===== src/rtl/regbank_write_arbiter_pkg.sv =====
// Shared definitions for the register-bank write arbiter: FSM state
// encodings, bank defaults and an index-width helper.
package regbank_write_arbiter_pkg;

    localparam int DEF_DATA_W = 16;
    localparam int DEF_N_REGS = 8;

    typedef enum logic {
        ARB_ST_ARB  = 1'b0,
        ARB_ST_LOCK = 1'b1
    } arb_state_e;

    // Width needed to index n items; never collapses to zero bits.
    function automatic int idx_w(input int n);
        return (n > 1) ? $clog2(n) : 1;
    endfunction

endpackage


===== src/rtl/regbank_write_arbiter_rr_pick.sv =====
// Combinational round-robin picker: one-hot grant to the first set request
// found scanning upward from ptr, wrapping modulo N. ptr must be < N.
module rr_pick #(
    parameter int N     = 3,
    parameter int PTR_W = 2
) (
    input  logic [N-1:0]     req,
    input  logic [PTR_W-1:0] ptr,
    output logic [N-1:0]     grant
);

    logic [N-1:0] rot;
    logic [N-1:0] first;

    // Rotate so ptr sits at bit 0, isolate the lowest set bit, rotate back.
    always_comb begin
        rot   = N'({req, req} >> ptr);
        first = rot & (-rot);
        grant = N'(({first, first} << ptr) >> N);
    end

endmodule


===== src/rtl/regbank_write_arbiter.sv =====
// Round-robin write-port arbiter with bounded lock in front of a register
// bank; registers the winner and drives one-hot write enables plus shared data.
module regbank_write_arbiter
    import regbank_write_arbiter_pkg::*;
#(
    parameter int N_REQ    = 3,
    parameter int N_REGS   = DEF_N_REGS,
    parameter int ADDR_W   = 3,
    parameter int DATA_W   = DEF_DATA_W,
    parameter int MAX_LOCK = 4
) (
    input  logic                      CLK,
    input  logic                      reset,
    input  logic [N_REQ-1:0]          req,
    input  logic [N_REQ-1:0]          req_lock,
    input  logic [N_REQ*ADDR_W-1:0]   req_addr,
    input  logic [N_REQ*DATA_W-1:0]   req_data,
    output logic [N_REQ-1:0]          grant,
    output logic [N_REGS-1:0]         reg_write_vec,
    output logic [DATA_W-1:0]         reg_data,
    output logic                      addr_err,
    output logic                      locked
);

    localparam int PTR_W = idx_w(N_REQ);
    localparam int CNT_W = idx_w(MAX_LOCK + 1);

    arb_state_e         state_q, state_d;
    logic [PTR_W-1:0]   ptr_q, ptr_d;
    logic [PTR_W-1:0]   owner_q, owner_d;
    logic [CNT_W-1:0]   cnt_q, cnt_d;
    logic [N_REGS-1:0]  reg_write_vec_q, reg_write_vec_d;
    logic [DATA_W-1:0]  reg_data_q, reg_data_d;
    logic               addr_err_q, addr_err_d;

    logic [N_REQ-1:0]   rr_grant;
    logic [N_REQ-1:0]   xfer;
    logic               any_xfer;
    logic [PTR_W-1:0]   win_idx;
    logic [ADDR_W-1:0]  win_addr;
    logic [DATA_W-1:0]  win_data;
    logic               win_lock;

    function automatic logic [PTR_W-1:0] next_ptr(input logic [PTR_W-1:0] i);
        return (i == PTR_W'(N_REQ - 1)) ? '0 : i + PTR_W'(1);
    endfunction

    rr_pick #(
        .N     (N_REQ),
        .PTR_W (PTR_W)
    ) u_rr_pick (
        .req   (req),
        .ptr   (ptr_q),
        .grant (rr_grant)
    );

    // Grant looks only at req and FSM registers, never at address or data.
    always_comb begin
        grant = '0;
        if (!reset) begin
            if (state_q == ARB_ST_ARB) grant = rr_grant;
            else                       grant = req & (N_REQ'(1) << owner_q);
        end
    end

    always_comb begin
        xfer     = req & grant;
        any_xfer = |xfer;
        win_idx  = '0;
        win_addr = '0;
        win_data = '0;
        win_lock = 1'b0;
        for (int i = 0; i < N_REQ; i++) begin
            if (xfer[i]) begin
                win_idx  = PTR_W'(i);
                win_addr = req_addr[i*ADDR_W +: ADDR_W];
                win_data = req_data[i*DATA_W +: DATA_W];
                win_lock = req_lock[i];
            end
        end
    end

    always_comb begin
        state_d = state_q;
        ptr_d   = ptr_q;
        owner_d = owner_q;
        cnt_d   = cnt_q;
        case (state_q)
            ARB_ST_ARB: begin
                if (any_xfer) begin
                    if (win_lock) begin
                        state_d = ARB_ST_LOCK;
                        owner_d = win_idx;
                        cnt_d   = CNT_W'(1);
                    end else begin
                        ptr_d = next_ptr(win_idx);
                    end
                end
            end
            ARB_ST_LOCK: begin
                // Counter runs even while the owner idles, bounding the stall of others.
                cnt_d = cnt_q + CNT_W'(1);
                if ((any_xfer && !win_lock) || (cnt_d == CNT_W'(MAX_LOCK))) begin
                    state_d = ARB_ST_ARB;
                    ptr_d   = next_ptr(owner_q);
                    cnt_d   = '0;
                end
            end
            default: state_d = ARB_ST_ARB;
        endcase
    end

    always_comb begin
        reg_write_vec_d = '0;
        addr_err_d      = 1'b0;
        reg_data_d      = reg_data_q;
        if (any_xfer) begin
            reg_data_d = win_data;
            if ({1'b0, win_addr} < (ADDR_W + 1)'(N_REGS)) reg_write_vec_d = N_REGS'(1) << win_addr;
            else                                          addr_err_d      = 1'b1;
        end
    end

    always_ff @(posedge CLK) begin
        if (reset) begin
            state_q         <= ARB_ST_ARB;
            ptr_q           <= '0;
            owner_q         <= '0;
            cnt_q           <= '0;
            reg_write_vec_q <= '0;
            reg_data_q      <= '0;
            addr_err_q      <= 1'b0;
        end else begin
            state_q         <= state_d;
            ptr_q           <= ptr_d;
            owner_q         <= owner_d;
            cnt_q           <= cnt_d;
            reg_write_vec_q <= reg_write_vec_d;
            reg_data_q      <= reg_data_d;
            addr_err_q      <= addr_err_d;
        end
    end

    assign reg_write_vec = reg_write_vec_q;
    assign reg_data      = reg_data_q;
    assign addr_err      = addr_err_q;
    assign locked        = (state_q == ARB_ST_LOCK);

endmodule

===== config.mk =====
export PLATFORM = sky130hd
export DESIGN_NAME = regbank_write_arbiter
export DESIGN_NICKNAME = d
export VERILOG_FILES = /design/src/rtl/regbank_write_arbiter_pkg.sv /design/src/rtl/regbank_write_arbiter_rr_pick.sv /design/src/rtl/regbank_write_arbiter.sv
export SDC_FILE = /design/constraint.sdc
export NUM_CORES = 1
export LEC_CHECK = 0
export CORE_ASPECT_RATIO = 0.8
export CORE_MARGIN = 5
export CORE_UTILIZATION = 40
export DETAILED_ROUTE_END_ITERATION = 16
export HOLD_SLACK_MARGIN = 0.03
export MAX_ROUTING_LAYER = met4
export PLACE_DENSITY = 0.93
export SYNTH_ARGS = -nofsm -noshare
export SYNTH_HDL_FRONTEND = slang
export SYNTH_SLANG_ARGS = --single-unit

===== constraint.sdc =====
create_clock -name CLK -period 4.62 [get_ports CLK]
set_clock_uncertainty 0.2 [all_clocks]
set_input_delay 0.693 -clock CLK [delete_from_list [all_inputs] [get_ports CLK]]
set_output_delay 0.693 -clock CLK [all_outputs]
set_load 0.03 [all_outputs]

# ---- Word level (Yosys, flattened, before mapping)
# Index checks and enable logic that the tools add are counted.
# Widths: inputs -> output; s select.
dict set report op_classes {
  eq_ne 7
  shifts 4
  bitwise 5
  n_reduce_logical 8
  mux 27
  add_sub_neg 4
}
# op count
set op_table {}
lappend op_table {{$mux 16} 3}
lappend op_table {{$mux 3} 8}
lappend op_table {{$mux 2} 6}
lappend op_table {{$and 3x3->3} 3}
lappend op_table {{$shl 1x3->8 const A} 1}
lappend op_table {{$mux 1} 7}
lappend op_table {{$ne 2x2->1 const B} 3}
lappend op_table {{$pmux 3 s2} 1}
lappend op_table {{$reduce_and 3->1} 2}
lappend op_table {{$shl 6x2->6} 1}
lappend op_table {{$shr 6x2->3} 1}
lappend op_table {{$add 2x1->2 const B} 2}
lappend op_table {{$eq 2x2->1 const B} 2}
lappend op_table {{$pmux 2 s2} 1}
lappend op_table {{$add 3x1->3 const B} 1}
lappend op_table {{$eq 3x3->1 const B} 1}
lappend op_table {{$neg 3->3} 1}
lappend op_table {{$reduce_or 3->1} 1}
lappend op_table {{$shl 1x2->3 const A} 1}
lappend op_table {{$ne 2x1->1 const B} 1}
lappend op_table {{$not 1->1} 2}
lappend op_table {{$pmux 1 s2} 1}
lappend op_table {{$reduce_and 2->1} 1}
lappend op_table {{$reduce_or 2->1} 1}
lappend op_table {{other kinds (3)} 3}
dict set report totals {
  regBits 32
  inputBits 65
}

# ---- Logic depth before layout (Yosys ltp)
dict set report logic_depth {
  depth_word 15
  ltp_mapped 8
  depth_no_buf 7
}

# ---- Cells and area by module
# A second synthesis with hierarchy kept.
dict set report hier_totals {
  cells_unflattened 191
  hier_area_um2 1672.9
}
# module seq_area_each_um2 instances area_per_inst_um2 cells_per_inst
set modules_own_cells {}
lappend modules_own_cells {regbank_write_arbiter 640.6 1 1595.3 181}
lappend modules_own_cells {rr_pick 0.0 1 77.6 10}

# ---- Worst setup path before layout
# Ideal clock, no wire load.
dict set report synth_timing {
  path_kind {input port to output port}
  start {input reset}
  end {output grant[1]}
  required_time_ns 3.727
  setup_slack_ns 1.803
  path_stages 5
  arrival_time_ns 1.924
  cell_sequence {buf_2 or3b_2 o31ai_1 buf_2 buf_4}
}
dict set report synth_via {
  elab_chain_cells 1
}
# item line
set synth_lines {}
lappend synth_lines {{start: declaration} regbank_write_arbiter.sv:13} ;# input logic reset,
lappend synth_lines {{$mux 3} regbank_write_arbiter.sv:60} ;# if (!reset) begin
lappend synth_lines {{end: declaration} regbank_write_arbiter.sv:18} ;# output logic [N_REQ-1:0] grant,
# Every way passes these cells.

# ---- Final worst setup path
dict set report layout_timing {
  start {input req[0]}
  end {output grant[1]}
}
dict set report layout_via {
  elab_chain_cells 6
}
# item line
set layout_lines {}
lappend layout_lines {{start: declaration} regbank_write_arbiter.sv:14} ;# input logic [N_REQ-1:0] req,
lappend layout_lines {{$shr 6x2->3 (*)} regbank_write_arbiter_rr_pick.sv:17} ;# rot = N'({req, req} >> ptr);
lappend layout_lines {{$neg 3->3} regbank_write_arbiter_rr_pick.sv:18} ;# first = rot & (-rot);
lappend layout_lines {{$and 3x3->3 (*)} regbank_write_arbiter_rr_pick.sv:18}
lappend layout_lines {{$shl 6x2->6 (*)} regbank_write_arbiter_rr_pick.sv:19} ;# grant = N'(({first, first} << ptr) >> N);
lappend layout_lines {{$mux 3 (*)} regbank_write_arbiter.sv:61} ;# if (state_q == ARB_ST_ARB) grant = rr_grant;
lappend layout_lines {{$mux 3 (*)} regbank_write_arbiter.sv:60}
# Every way passes the cells marked *; elsewhere a longest branch is shown, timed or not.

==> metrics <==
CTS tree built; Std-Cell Rows 20; R2R Setup Slk 1.50 ns; GRT Resource Usage Total 0.1961; core box area 3904 um^2; die height 67.50 um; Power Total 1.151 mW; final slew viol count 0; Tcrit/Tclk final 0.8719; footprint of the multi-input gates 918.4 um^2; Max-Cap Viols 0; status completed; Die ar. 5526 um^2; depth of the most critical reg-to-reg path 7; CTS max path bufs 2; CP Launch Type input pin; Post-CTS Setup Inserts 0; clock sink count 32; clock transition at the registers of the reported paths 0.06 ns; share of cells above drive strength 1 0.06574; Hold Crit Class register to register; Slew HR 0.3493; Die W 81.87 um; post-synth top area share 0.3876; Final TNS setup 0 ns; GRT overflow 0; synth unique cells 42; WHS 0.2890 ns; layout net count 355; DPL Wire Length 4.051 mm; worst hold stages 2; Critical Path RT 3.73 ns; post-layout util 0.6958; Final Hold Fails 0; top post-synthesis cells by area dfxtp_1 (39%), a311oi_1 (7.9%), a22oi_1 (7.7%), nand2_1 (6.8%), nor2_1 (5.9%); Synth Area in XOR/XNOR 0.005299; initial antenna violation count 0; Clk Tree Root Cell clkbuf_8; Cell Count, Final, Fillers Out 344; post-cts sizing count 0; Synth Area in Compound Gates 0.3232; I/O pin count 94; Syn Area/Cell 8.306 um^2; routed vias 1845; crit path DAT 3.14 ns; Leak 1.031 nW; Fmax 248.2 MHz; wire per inst 15.31 um; CTS H-Tree Depth 2; remaining antenna violation count 0; diode count 0; initial core utilization 0.4234; Adder-Cell Fraction of Synth Area 0.01514; post-synthesis simple-gate area fraction 0.2014; cell mode on critical path clkdlybuf4s50_1; Post-Syn Nets 266; dominant cell type by area after synthesis dfxtp_1; placed insts 336; Synth Cell Area 1653 um^2; Clock Latency Late Sink 0.28 ns; Layout area overhead 64.35%; Post-Syn Instances 199; Setup violations, final 0; GPL Wtd Cong 0.8931; CP max-delay cell o31ai_4; commonest cells after routing, fill and taps aside clkdlybuf4s50_1 (92), dfxtp_1 (32), nand2_1 (30), nor2_1 (26), a22oi_1 (17); Worst Max-Slew Pin Slew 0.9760 ns; CTS buffer count 5; yosys warns 0; VDD IR-drop max 0.2658 mV; first-pass GRT wire length 8.183 mm; largest fanout on the critical path 23; final WL 5.265 mm; iteration-0 DRC count of the detailed router 86; kind of critical path input pin to output port; Residual DRC 0; CP Capture Type output port; worst-path cell chain clkdlybuf4s50_1 -> inv_1 -> o211ai_1 -> o31ai_4 -> clkdlybuf4s50_1; Tmin final 4.028 ns; most common cell after layout, fill and taps aside clkdlybuf4s50_1; main combinational cell family by area after synthesis compound AO/OA/AOI/OAI gates; max incr delay on CP 0.83 ns; Via-to-Cell Ratio 5.363; CTS Hold Buffers Added 0; pin count of the biggest net entering global routing 30; post-synthesis mux area share 0; vias in the first global route 1801; storage element area 640.6 um^2; Filler cells 317; number of synthesized register bits 32; Power Dens Cells 423.9 nW/um^2; TritonRoute pass-1 iters 4; RSZ-0062 raised after global routing no; IO Port Bufs 92; post-synthesis sequential area ratio 0.3876
## final cells by class
type	count	area share
repair buffers	96	0.3501
multi-input cells	145	0.3381
flip-flops and latches	32	0.2358
clock buffers	6	0.02672
well taps	55	0.02533
clock inverters	2	0.01290
inverters	8	0.01105
## power breakdown
part | leakage (nW) | internal [mW] | switching (mW) | total (mW)
clock network | 0.0552 | 0.160 | 0.100 | 0.260
registers | 0.263 | 0.332 | 0.0362 | 0.368
logic | 0.712 | 0.229 | 0.294 | 0.524
total | 1.03 | 0.721 | 0.431 | 1.15
## metrics by stage
step	setup slack [ns]	instance area (um^2)
floorplan	1.803	1653
global placement	0.6786	2609
detailed placement	0.6009	2609
CTS	0.6094	2716
global route	0.4819	2716
finish	0.5918	2716
## metal layers
| metal | GRT usage | share of wire | up-vias | wire length (um) |
|---|---|---|---|---|
| li1 | - | - | 913 | - |
| met1 | 0.2342 | 0.42 | 851 | 2209 |
| met2 | 0.3266 | 0.48 | 75 | 2516 |
| met3 | 0.04133 | 0.090 | 6 | 474 |
| met4 | 0.07054 | 0.012 | 0 | 64 |
| met5 | - | 0 | - | 0 |
## kinds of logic after synthesis
kind of cell | Yosys count
adders and majority gates | 2
and+or+nand+nor | 76
other | 1
xor gates and xnor gates | 1
DFF | 32
AOI/OAI and AO/OA | 65
buffers and inverters | 22
## final timing paths
check	from	to
min	reg_data[4]	reg_data[4]
min reg2reg	reg_data[4]	reg_data[4]
max	req[0]	grant[1]
max reg2reg	locked	reg_data[3]
## registers in the layout, indices dropped and copies added, names as in the netlist
name           flops
owner_q            2
ptr_q              2
locked             1
cnt_q              3
reg_write_vec      8
reg_data          16
## synthesized netlist by cell type
cell type / count
buf_2: 5
inv_1: 8
a221oi_2: 1
or2_2: 1
or3_1: 2
a31oi_1: 1
o211ai_2: 1
and2_1: 2
nand3b_1: 2
ha_1: 2
a21oi_1: 6
a211oi_1: 1
a311oi_1: 15
a311o_1: 1
or3b_2: 1
nor2_1: 26
nor3b_1: 2
a211oi_4: 1
o31a_1: 1
o211ai_1: 1
a221oi_1: 2
a22o_4: 1
nand2b_1: 1
buf_4: 5
a222oi_1: 1
clkbuf_1: 4
o211a_1: 1
xor2_1: 1
conb_1: 1
nand2_1: 30
a22oi_1: 17
o21a_1: 2
a211o_1: 1
a211oi_2: 1
nand3_1: 3
o21ai_0: 5
nor2b_1: 1
nor3_1: 5
o32ai_1: 3
a21boi_1: 1
o31ai_1: 1
dfxtp_1: 32
## worst max-delay path: cells and delay by family
kind | cells | cell delay, ns
buffers and inverters | 3 | 1.40
AOI/OAI and AO/OA | 2 | 1.04
Power figures use the tool's default switching activity.
